--- src/rtl/mat_pkg.sv ---
// Shared constants and types for the matrix-generation path: angle width,
// requester count and the requester IDs carried as tags.
package mat_pkg;

    localparam int ANG_W   = 32;
    localparam int REQ_NUM = 3;

    localparam int REQ_S12 = 0;
    localparam int REQ_A0  = 1;
    localparam int REQ_A1  = 2;

    typedef logic [1:0] tag_t;

endpackage

--- src/rtl/cordic_share_sched_tag_fifo.sv ---
// Synchronous tag FIFO recording the requester ID of every operation issued
// to the shared CORDIC core; count doubles as the in-flight counter.
module tag_fifo #(
    parameter int W     = $bits(mat_pkg::tag_t),
    parameter int DEPTH = 8
) (
    input  logic                       clk,
    input  logic                       rst,
    input  logic                       push,
    input  logic [W-1:0]               din,
    input  logic                       pop,
    output logic [W-1:0]               head,
    output logic                       empty,
    output logic                       full,
    output logic [$clog2(DEPTH):0]     count
);

    localparam int AW = $clog2(DEPTH);

    logic [W-1:0]  mem [DEPTH];
    logic [AW-1:0] wr_ptr;
    logic [AW-1:0] rd_ptr;
    logic          do_push;
    logic          do_pop;

    assign empty   = (count == '0);
    assign full    = (count == (AW+1)'(DEPTH));
    assign do_push = push & ~full;
    assign do_pop  = pop & ~empty;
    assign head    = mem[rd_ptr];

    always_ff @(posedge clk or posedge rst) begin
        if (rst) begin
            wr_ptr <= '0;
            rd_ptr <= '0;
            count  <= '0;
        end else begin
            if (do_push) wr_ptr <= wr_ptr + 1'b1;
            if (do_pop)  rd_ptr <= rd_ptr + 1'b1;
            case ({do_push, do_pop})
                2'b10:   count <= count + 1'b1;
                2'b01:   count <= count - 1'b1;
                default: count <= count;
            endcase
        end
    end

    // Storage is data only; validity is entirely governed by the pointers.
    always_ff @(posedge clk) begin
        if (do_push) mem[wr_ptr] <= din;
    end

endmodule

--- src/rtl/cordic_share_sched.sv ---
// Shares one CORDIC core between the s12/a0/a1 angle requesters and returns
// tagged results in issue order. CORDIC_SHARE_FIXED_PRIO_EN selects fixed priority.
module cordic_share_sched #(
    parameter int ANG_W     = mat_pkg::ANG_W,
    parameter int REQ_NUM   = mat_pkg::REQ_NUM,
    parameter int TAG_DEPTH = 8,
    parameter int CNT_W     = 16
) (
    input  logic                          clk,
    input  logic                          rst,
    input  logic                          en,
    input  logic [REQ_NUM-1:0]            req_vld,
    input  logic [REQ_NUM*ANG_W-1:0]      req_theta,
    output logic [REQ_NUM-1:0]            req_rdy,
    output logic                          cor_in_vld,
    output logic [ANG_W-1:0]              cor_theta,
    input  logic                          cor_out_vld,
    input  logic [ANG_W-1:0]              cor_i,
    input  logic [ANG_W-1:0]              cor_r,
    output logic                          cor_out_rdy,
    output logic                          res_vld,
    output logic [$clog2(REQ_NUM)-1:0]    res_tag,
    output logic [ANG_W-1:0]              res_i,
    output logic [ANG_W-1:0]              res_r,
    input  logic                          res_rdy,
    output logic [$clog2(TAG_DEPTH):0]    inflight,
    output logic [CNT_W-1:0]              done_cnt,
    output logic                          idle,
    output logic                          err_orphan
);

    import mat_pkg::*;

    localparam int TAG_W = $bits(tag_t);

    logic [ANG_W-1:0]  theta_arr [REQ_NUM];
    logic [REQ_NUM-1:0] gnt;
    tag_t              win_id;
    logic [ANG_W-1:0]  win_theta;
    logic              can_issue;
    logic              found;
    tag_t              idx;
    logic [TAG_W:0]    idx_sum;
    tag_t              fifo_head;
    logic              fifo_empty;
    logic              fifo_full;
    logic              pop;

    for (genvar k = 0; k < REQ_NUM; k++) begin : g_theta
        assign theta_arr[k] = req_theta[k*ANG_W +: ANG_W];
    end

    // fifo_full reflects pre-pop occupancy, so a same-cycle pop never frees a slot.
    assign can_issue = en & ~fifo_full & (|req_vld);

`ifndef CORDIC_SHARE_FIXED_PRIO_EN
    tag_t rr_ptr;

    always_ff @(posedge clk or posedge rst) begin
        if (rst)
            rr_ptr <= tag_t'(REQ_S12);
        else if (|gnt)
            rr_ptr <= (win_id == tag_t'(REQ_NUM-1)) ? '0 : win_id + 1'b1;
    end
`endif

    always_comb begin
        gnt       = '0;
        win_id    = '0;
        win_theta = '0;
        found     = 1'b0;
        idx       = '0;
        idx_sum   = '0;
        for (int i = 0; i < REQ_NUM; i++) begin
`ifdef CORDIC_SHARE_FIXED_PRIO_EN
            idx_sum = (TAG_W+1)'(i);
`else
            idx_sum = {1'b0, rr_ptr} + (TAG_W+1)'(i);
            if (idx_sum >= (TAG_W+1)'(REQ_NUM))
                idx_sum = idx_sum - (TAG_W+1)'(REQ_NUM);
`endif
            idx = idx_sum[TAG_W-1:0];
            if (can_issue && !found && req_vld[idx]) begin
                found     = 1'b1;
                gnt[idx]  = 1'b1;
                win_id    = idx;
                win_theta = theta_arr[idx];
            end
        end
    end

    // Issue stage: one-cycle pulse to the core per grant.
    always_ff @(posedge clk or posedge rst) begin
        if (rst) begin
            cor_in_vld <= 1'b0;
            cor_theta  <= '0;
            done_cnt   <= '0;
            err_orphan <= 1'b0;
        end else begin
            cor_in_vld <= |gnt;
            if (|gnt)
                cor_theta <= win_theta;
            if (pop)
                done_cnt <= done_cnt + 1'b1;
            if (cor_out_vld && fifo_empty)
                err_orphan <= 1'b1;
        end
    end

    tag_fifo #(
        .W     (TAG_W),
        .DEPTH (TAG_DEPTH)
    ) u_tag_fifo (
        .clk   (clk),
        .rst   (rst),
        .push  (|gnt),
        .din   (win_id),
        .pop   (pop),
        .head  (fifo_head),
        .empty (fifo_empty),
        .full  (fifo_full),
        .count (inflight)
    );

    // Return stage: results pass straight through, tagged with the FIFO head.
    assign pop         = cor_out_vld & res_rdy & ~fifo_empty;
    assign req_rdy     = gnt;
    assign res_vld     = cor_out_vld & ~fifo_empty;
    assign res_tag     = fifo_head;
    assign res_i       = cor_i;
    assign res_r       = cor_r;
    assign cor_out_rdy = res_rdy;
    assign idle        = (inflight == '0) & ~cor_in_vld;

endmodule
--- config.mk ---
export PLATFORM = sky130hd
export DESIGN_NAME = cordic_share_sched
export DESIGN_NICKNAME = d
export VERILOG_FILES = /design/src/rtl/mat_pkg.sv /design/src/rtl/cordic_share_sched_tag_fifo.sv /design/src/rtl/cordic_share_sched.sv
export SDC_FILE = /design/constraint.sdc
export NUM_CORES = 1
export LEC_CHECK = 0
export CORE_UTILIZATION = 46
export CTS_CLUSTER_SIZE = 40
export DETAILED_ROUTE_END_ITERATION = 8
export GPL_TIMING_DRIVEN = 0
export PLACE_DENSITY = 0.91
export SYNTH_ARGS = -nofsm -noshare
export SYNTH_HDL_FRONTEND = slang
export SYNTH_SLANG_ARGS = --single-unit
--- constraint.sdc ---
create_clock -name clk -period 5.85 [get_ports clk]
set_clock_uncertainty 0.2 [all_clocks]
set_input_delay 1.17 -clock clk [delete_from_list [all_inputs] [get_ports clk]]
set_output_delay 1.17 -clock clk [all_outputs]
set_load 0.01 [all_outputs]
[Word level (Yosys, flattened, before mapping)]
Memory sizes are Yosys's and may differ from the RTL's.
Index checks and enable logic that the tools add are counted.
Cells by class
  order comparisons: 12
  divide/modulo/power cells: 0
  equal/unequal tests: 4
  shift-type cells: 0
  bitwise operators: 16
  $mul: 0
  muxes and demuxes: 39
  add/sub/neg operators: 11
  reduce and logical (&&, ||, !) cells: 15
Operators with widths (count)
  $mux 32: 9
  $bmux 32 s2: 3
  $add 16x1->16 const B: 1
  $mux 2: 7
  $mux 1: 10
  $ge 3x3->1 const B: 3
  $logic_and 1x1->1: 9
  $lt 2x3->1 const B: 3
  $mux 3: 3
  $not 2->3: 3
  $and 1x1->1: 8
  $pmux 4 s2: 1
  $add 3x1->3 const B: 2
  $bmux 1 s2: 3
  $demux 1 s2: 3
  $ge 2x1->1 const B: 3
  $ge 3x2->1 const B: 2
  $or 3x3->3: 2
  $reduce_or 3->1: 2
  $sub 2x2->2 const B: 3
  $add 4x1->4 const B: 1
  $eq 2x2->1 const B: 2
  $eq 4x4->1 const B: 1
  $logic_not 4->1: 1
  9 further kinds: 12
Storage, ports and cells
  latch bits: 0
  memory bits (writable): 16
  memory bits (read-only): 0
  flip-flop bits (word level): 62
  word-level logic and storage cells: 106
  input bits: 168
  memories: 1
  output and inout port bits: 126
Memory list
  u_tag_fifo.mem: depth 8, width 2, read ports 1, clocked after memory_dff 0, write ports 1, line cordic_share_sched_tag_fifo.sv:20  | logic [W-1:0] mem [DEPTH];

[Longest topological paths before layout]
  word-level depth: 18
  gate-level depth with buffers: 17
  gate-level depth less buffers: 15

[Modules after synthesis]
A second synthesis with hierarchy kept.
Second synthesis, totals
  cell total of the unflattened synthesis: 775
  area, all modules: 6625.1 µm²
By module, submodules not included
  cordic_share_sched: cells an instance 684, seq. area each 1301.2 µm², instances 1, area an instance 5361.4 µm²
  tag_fifo: cells an instance 91, seq. area each 730.7 µm², instances 1, area an instance 1263.7 µm²

[Least setup slack after synthesis]
Ideal clock, no wire load.
  kind: input to register
  start point: in req_vld[2]
  end point: reg u_tag_fifo.count[3]
  data arrival time: 3.659 ns
  slack: 1.865 ns
  path buffers: 1
  data required time: 5.523 ns
  cell stages on the path: 14
  path through: and3b_1 o21bai_1 nor4_1 a2111oi_4 nand2_4 buf_2 inv_1 ha_1 ha_1 a21o_1 a21oi_1 xnor2_1 nor2_1 xor2_1
On the way
  word-level cells in the longest chain between the ends: 16
  elaborated cells between the ends (all ways): 28
Ends and longest elaborated chain
  start: declaration: line cordic_share_sched.sv:12  | input logic [REQ_NUM-1:0] req_vld,
  $bmux 1 s2 / $reduce_or 3->1 (equally long branches): line cordic_share_sched.sv:83, cordic_share_sched.sv:54
  $mux 1 (not written as such) / $and 1x1->1 (equally long branches): line cordic_share_sched.sv:83, cordic_share_sched.sv:54
  $logic_and 1x1->1: line cordic_share_sched.sv:83  | if (can_issue && !found && req_vld[idx]) begin
  $mux 1: line cordic_share_sched.sv:83
  $logic_not 1->1: line cordic_share_sched.sv:83
  $logic_and 1x1->1 (2 in series): line cordic_share_sched.sv:83
  $mux 1: line cordic_share_sched.sv:83
  $logic_not 1->1: line cordic_share_sched.sv:83
  $logic_and 1x1->1 (2 in series): line cordic_share_sched.sv:83
  $mux 3 *: line cordic_share_sched.sv:83
  $reduce_or 3->1 *: line cordic_share_sched.sv:116  | .push (|gnt),
  net u_tag_fifo.push: line cordic_share_sched_tag_fifo.sv:9  | input logic push,
  $and 1x1->1 *: line cordic_share_sched_tag_fifo.sv:28  | assign do_push = push & ~full;
  $eq 2x1->1 / $eq 2x2->1 (equally long branches): line cordic_share_sched_tag_fifo.sv:40  | case ({do_push, do_pop})
  $pmux 4 s2 / $reduce_bool 2->1 (equally long branches)
  end signal: assignment: line cordic_share_sched_tag_fifo.sv:41  | 2'b10: count <= count + 1'b1;
  end signal: assignment: line cordic_share_sched_tag_fifo.sv:42  | 2'b01: count <= count - 1'b1;
  end signal: assignment: line cordic_share_sched_tag_fifo.sv:43  | default: count <= count;
  end: declaration: line cordic_share_sched_tag_fifo.sv:15  | output logic [$clog2(DEPTH):0] count
The timed path passes the listed nets; every way through them passes the cells marked *. The select of a mux whose other input is x is not followed.
A chain may end at the register's enable or synchronous reset.

[Final worst setup path]
  start point: in req_vld[2]
  end point: out req_rdy[1]
On the way
  word-level cells in the longest chain between the ends: 12
  elaborated cells between the ends (all ways): 22
Ends and longest elaborated chain
  $bmux 1 s2 / $reduce_or 3->1 (equally long branches): line cordic_share_sched.sv:83, cordic_share_sched.sv:54
  $mux 1 (not written as such) / $and 1x1->1 (equally long branches): line cordic_share_sched.sv:83, cordic_share_sched.sv:54
  $logic_and 1x1->1: line cordic_share_sched.sv:83
  $mux 1: line cordic_share_sched.sv:83
  $logic_not 1->1: line cordic_share_sched.sv:83
  $logic_and 1x1->1 (2 in series): line cordic_share_sched.sv:83
  $mux 1: line cordic_share_sched.sv:83
  $logic_not 1->1: line cordic_share_sched.sv:83
  $logic_and 1x1->1 (2 in series): line cordic_share_sched.sv:83
  $mux 3 *: line cordic_share_sched.sv:83
  end: declaration: line cordic_share_sched.sv:14  | output logic [REQ_NUM-1:0] req_rdy,
Every way passes the cells marked *; elsewhere a longest branch is shown, timed or not. The select of a mux whose other input is x is not followed.

==> impl_metrics.py <==
metrics = {
    "timing": {
        "tightest_slew_ns": 0.8596,
        "relSlewSlack": 0.4121,
        "final_hold_viol_count": 0,
        "max_freq_mhz": 183.0,
        "setup_tns_ns": 0,
        "slew_violations": 0,
        "timing.final.crit_share": 0.9343,
        "rsz0062_at_grt": "no",
        "fin_crit_ns": 5.466,
        "finalSetupViolations": 0,
    },
    "cells_and_area": {
        "layout-drive-gt1-share": 0.1231,
        "antenna_cells": 0,
        "final_common_cell": "clkdlybuf4s50_1",
        "layout_common_cells": "clkdlybuf4s50_1 (229), nand2_1 (171), o21ai_0 (100)",
        "area_delta_synth_final_pct": 43.12,
        "final_area_mm2": 0.009356,
        "stdcell_count": 1220,
        "layout.nets": 1214,
    },
    "logic_synthesis": {
        "yosys.area.top_type_share": 0.2373,
        "synth_cells": 794,
        "yosys_warnings": 0,
        "synth.area.top_cells": "dfrtp_1 (24%), nand2_1 (9.8%), o21ai_0 (7.7%)",
        "syn_avg_cell_area_um2": 8.234,
        "synth_fp_nets": 973,
        "synth_ff_type": "dfrtp_1",
        "synth_area_mm2": 0.006538,
        "synth_edf_count": 16,
        "synth_cell_type_count": 50,
        "synth-seq-cells": 78,
        "ys_async_sr_fraction": 0.7949,
        "synth_area_leader_cell": "dfrtp_1",
        "synth-seq-area-share": 0.3108,
    },
    "power_and_ir_drop": {
        "p_int_mw": 2.105,
        "p_seq_frac": 0.215,
        "power_frac_clock": 0.138,
        "ir_drop_v": 0.0002985,
        "p_sw_frac": 0.4564,
        "total_power_mw": 3.873,
        "netSwitchingPower_mw": 1.768,
        "p_leak_nw": 3.793,
        "comb_power_share": 0.647,
        "p_per_area_mw_per_mm2": 413.9,
    },
    "floorplan": {
        "die_area_mm2": 0.01469,
        "initial_core_util": 0.4710,
        "die_w_um": 121.2,
        "num_rows": 43,
        "core_mm2": 0.01388,
        "die_h_um": 121.2,
        "num_io_pins": 294,
    },
    "min_path": {
        "hold_class": "flip-flop to flip-flop",
        "hold-path-endpoint": "cor_theta[6]",
        "hp-start": "cor_theta[6]",
        "min_path_cells": 1,
    },
    "clock_tree": {
        "clock_path_buffers": 2,
        "clk_pin_slew_worst_paths_ns": 0.06,
        "cts.sinks": 78,
        "cts_made_buffers": 9,
        "clk_latency_ns": 0.34,
        "htreeDepth": 3,
        "tritoncts": "built",
        "clock-root-buffer": "clkbuf_16",
    },
    "drt": {
        "via_per_inst": 5.748,
        "drc": 0,
        "vias": 7012,
        "avgRoutedWirePerCell_um": 17.10,
        "drt_iter0_markers": 633,
        "postRouteAntennaNets": 0,
        "dr.pass1.iters": 5,
        "routed_wl_mm": 20.86,
    },
    "worst_setup_path": {
        "crit_arrival_ns": 4.10,
        "worstSetupPathType": "input pin to output pin",
        "startpoint": "req_vld[2]",
        "start_kind": "input pin",
        "timing.rr.end": "u_tag_fifo.count[3]",
        "reg2reg_depth": 16,
        "endpoint_kind": "output pin",
        "reg2reg_from": "rr_ptr[0]",
        "required_ns": 4.48,
        "path_max_fanout": 10,
        "regToRegSetupSlack_ns": 1.75,
    },
    "job": {
        "maxCapViolCount": 0,
    },
    "place": {
        "dp_cells": 1204,
        "io_buffers": 229,
        "place_area_mm2": 0.009075,
        "globalplace.congestion": 0.8890,
        "dp_hpwl_mm": 15.23,
    },
    "global_route": {
        "grt_remaining_overflow": 0,
        "groute.usage.overall": 0.2852,
        "grt_pass1_vias": 6789,
        "antenna_found_initial": 0,
        "grt_max_degree": 37,
        "grt_pass1_wl_mm": 33.06,
    },
    "outcome": {
        "status": "finished clean",
    },
}
[synth_stat cells, types with 14 or more instances]
master    number
mux2i_1       36
o21ai_0      100
clkbuf_1      44
mux2_4        20
a21oi_1       69
xnor2_1       14
a22oi_1       32
dfrtp_1       62
nand2_1      171
nor2b_1       38
buf_4         65
edfxtp_1      16
[layout make-up]
type / count / area (um^2)
fillers: 1111 / 4524
clock inverters: 6 / 47.55
inverters: 13 / 48.80
multi-input cells: 582 / 3739
flip-flops and latches: 78 / 2032
repair buffers: 230 / 2312
well taps: 180 / 225.2
clock buffers: 10 / 229.0
plain buffers: 121 / 723.2
[sequential cells by signal, indices dropped and copies added (netlist names)]
name               cells
cor_in_vld             1
cor_theta             32
done_cnt              16
err_orphan             1
rr_ptr                 2
u_tag_fifo.count       4
u_tag_fifo.mem        16
u_tag_fifo.rd_ptr      3
u_tag_fifo.wr_ptr      3
[stage by stage]
stage	utilization	hold WS (ns)	setup WS, ns
detailed placement	0.6538	0.2672	0.2452
finish	0.6741	0.2851	0.3842
global route	0.6741	0.3047	0.2630
global placement	0.6523	0.2601	0.2791
CTS	0.6737	0.2813	0.2321
floorplan	-	0.2815	1.865
[how the worst max path moves through the flow]
stage	endpoint	slack, ns
final	req_rdy[1]	0.38
after global routing	req_rdy[1]	0.26
after CTS	req_rdy[2]	0.23
after detailed placement	req_rdy[2]	0.25
after global placement	req_rdy[2]	0.28
after floorplan	u_tag_fifo.count[3]	1.86
[power groups by stage]
stage                     clock, mW  sequential (mW)  combinational [mW]
after floorplan                   0            0.856                1.60
after global placement            0            0.836                2.37
after detailed placement          0            0.842                2.44
after CTS                     0.539            0.833                2.46
after global routing          0.563            0.852                2.72
final                         0.533            0.834                2.51
[critical path, cell delays in order]
cell and delay [ns]:
clkdlybuf4s50_1 0.53, and3b_1 0.28, o21bai_1 0.28, a211oi_4 0.51
clkbuf_1 0.52, a21oi_1 0.15, inv_1 0.07, clkdlybuf4s50_1 0.57
[routing by layer]
layer / up-vias / share of wire / GRT usage
met2: 491 / 0.49 / 0.4786
met4: 0 / 0.039 / 0.1420
met1: 3264 / 0.38 / 0.3479
met3: 82 / 0.092 / 0.05592
met5: - / 0 / 0
li1: 3175 / - / -
[kinds of logic after synthesis]
| kind of cell | Yosys count | share of synthesized area |
|---|---|---|
| xor+xnor | 23 | 0.03081 |
| fa+ha+maj | 11 | 0.02220 |
| simple gates | 253 | 0.1789 |
| buf+inv | 134 | 0.1181 |
| compound gates | 217 | 0.1933 |
| mux | 78 | 0.1458 |
| flops | 78 | 0.3108 |
[what timing repair did]
item                       CTS  global route
buffers inserted             0             0
gates resized for setup      0             1
setup endpoints to repair    0             2
hold buffers                 0             0
Power figures use the tool's default switching activity.
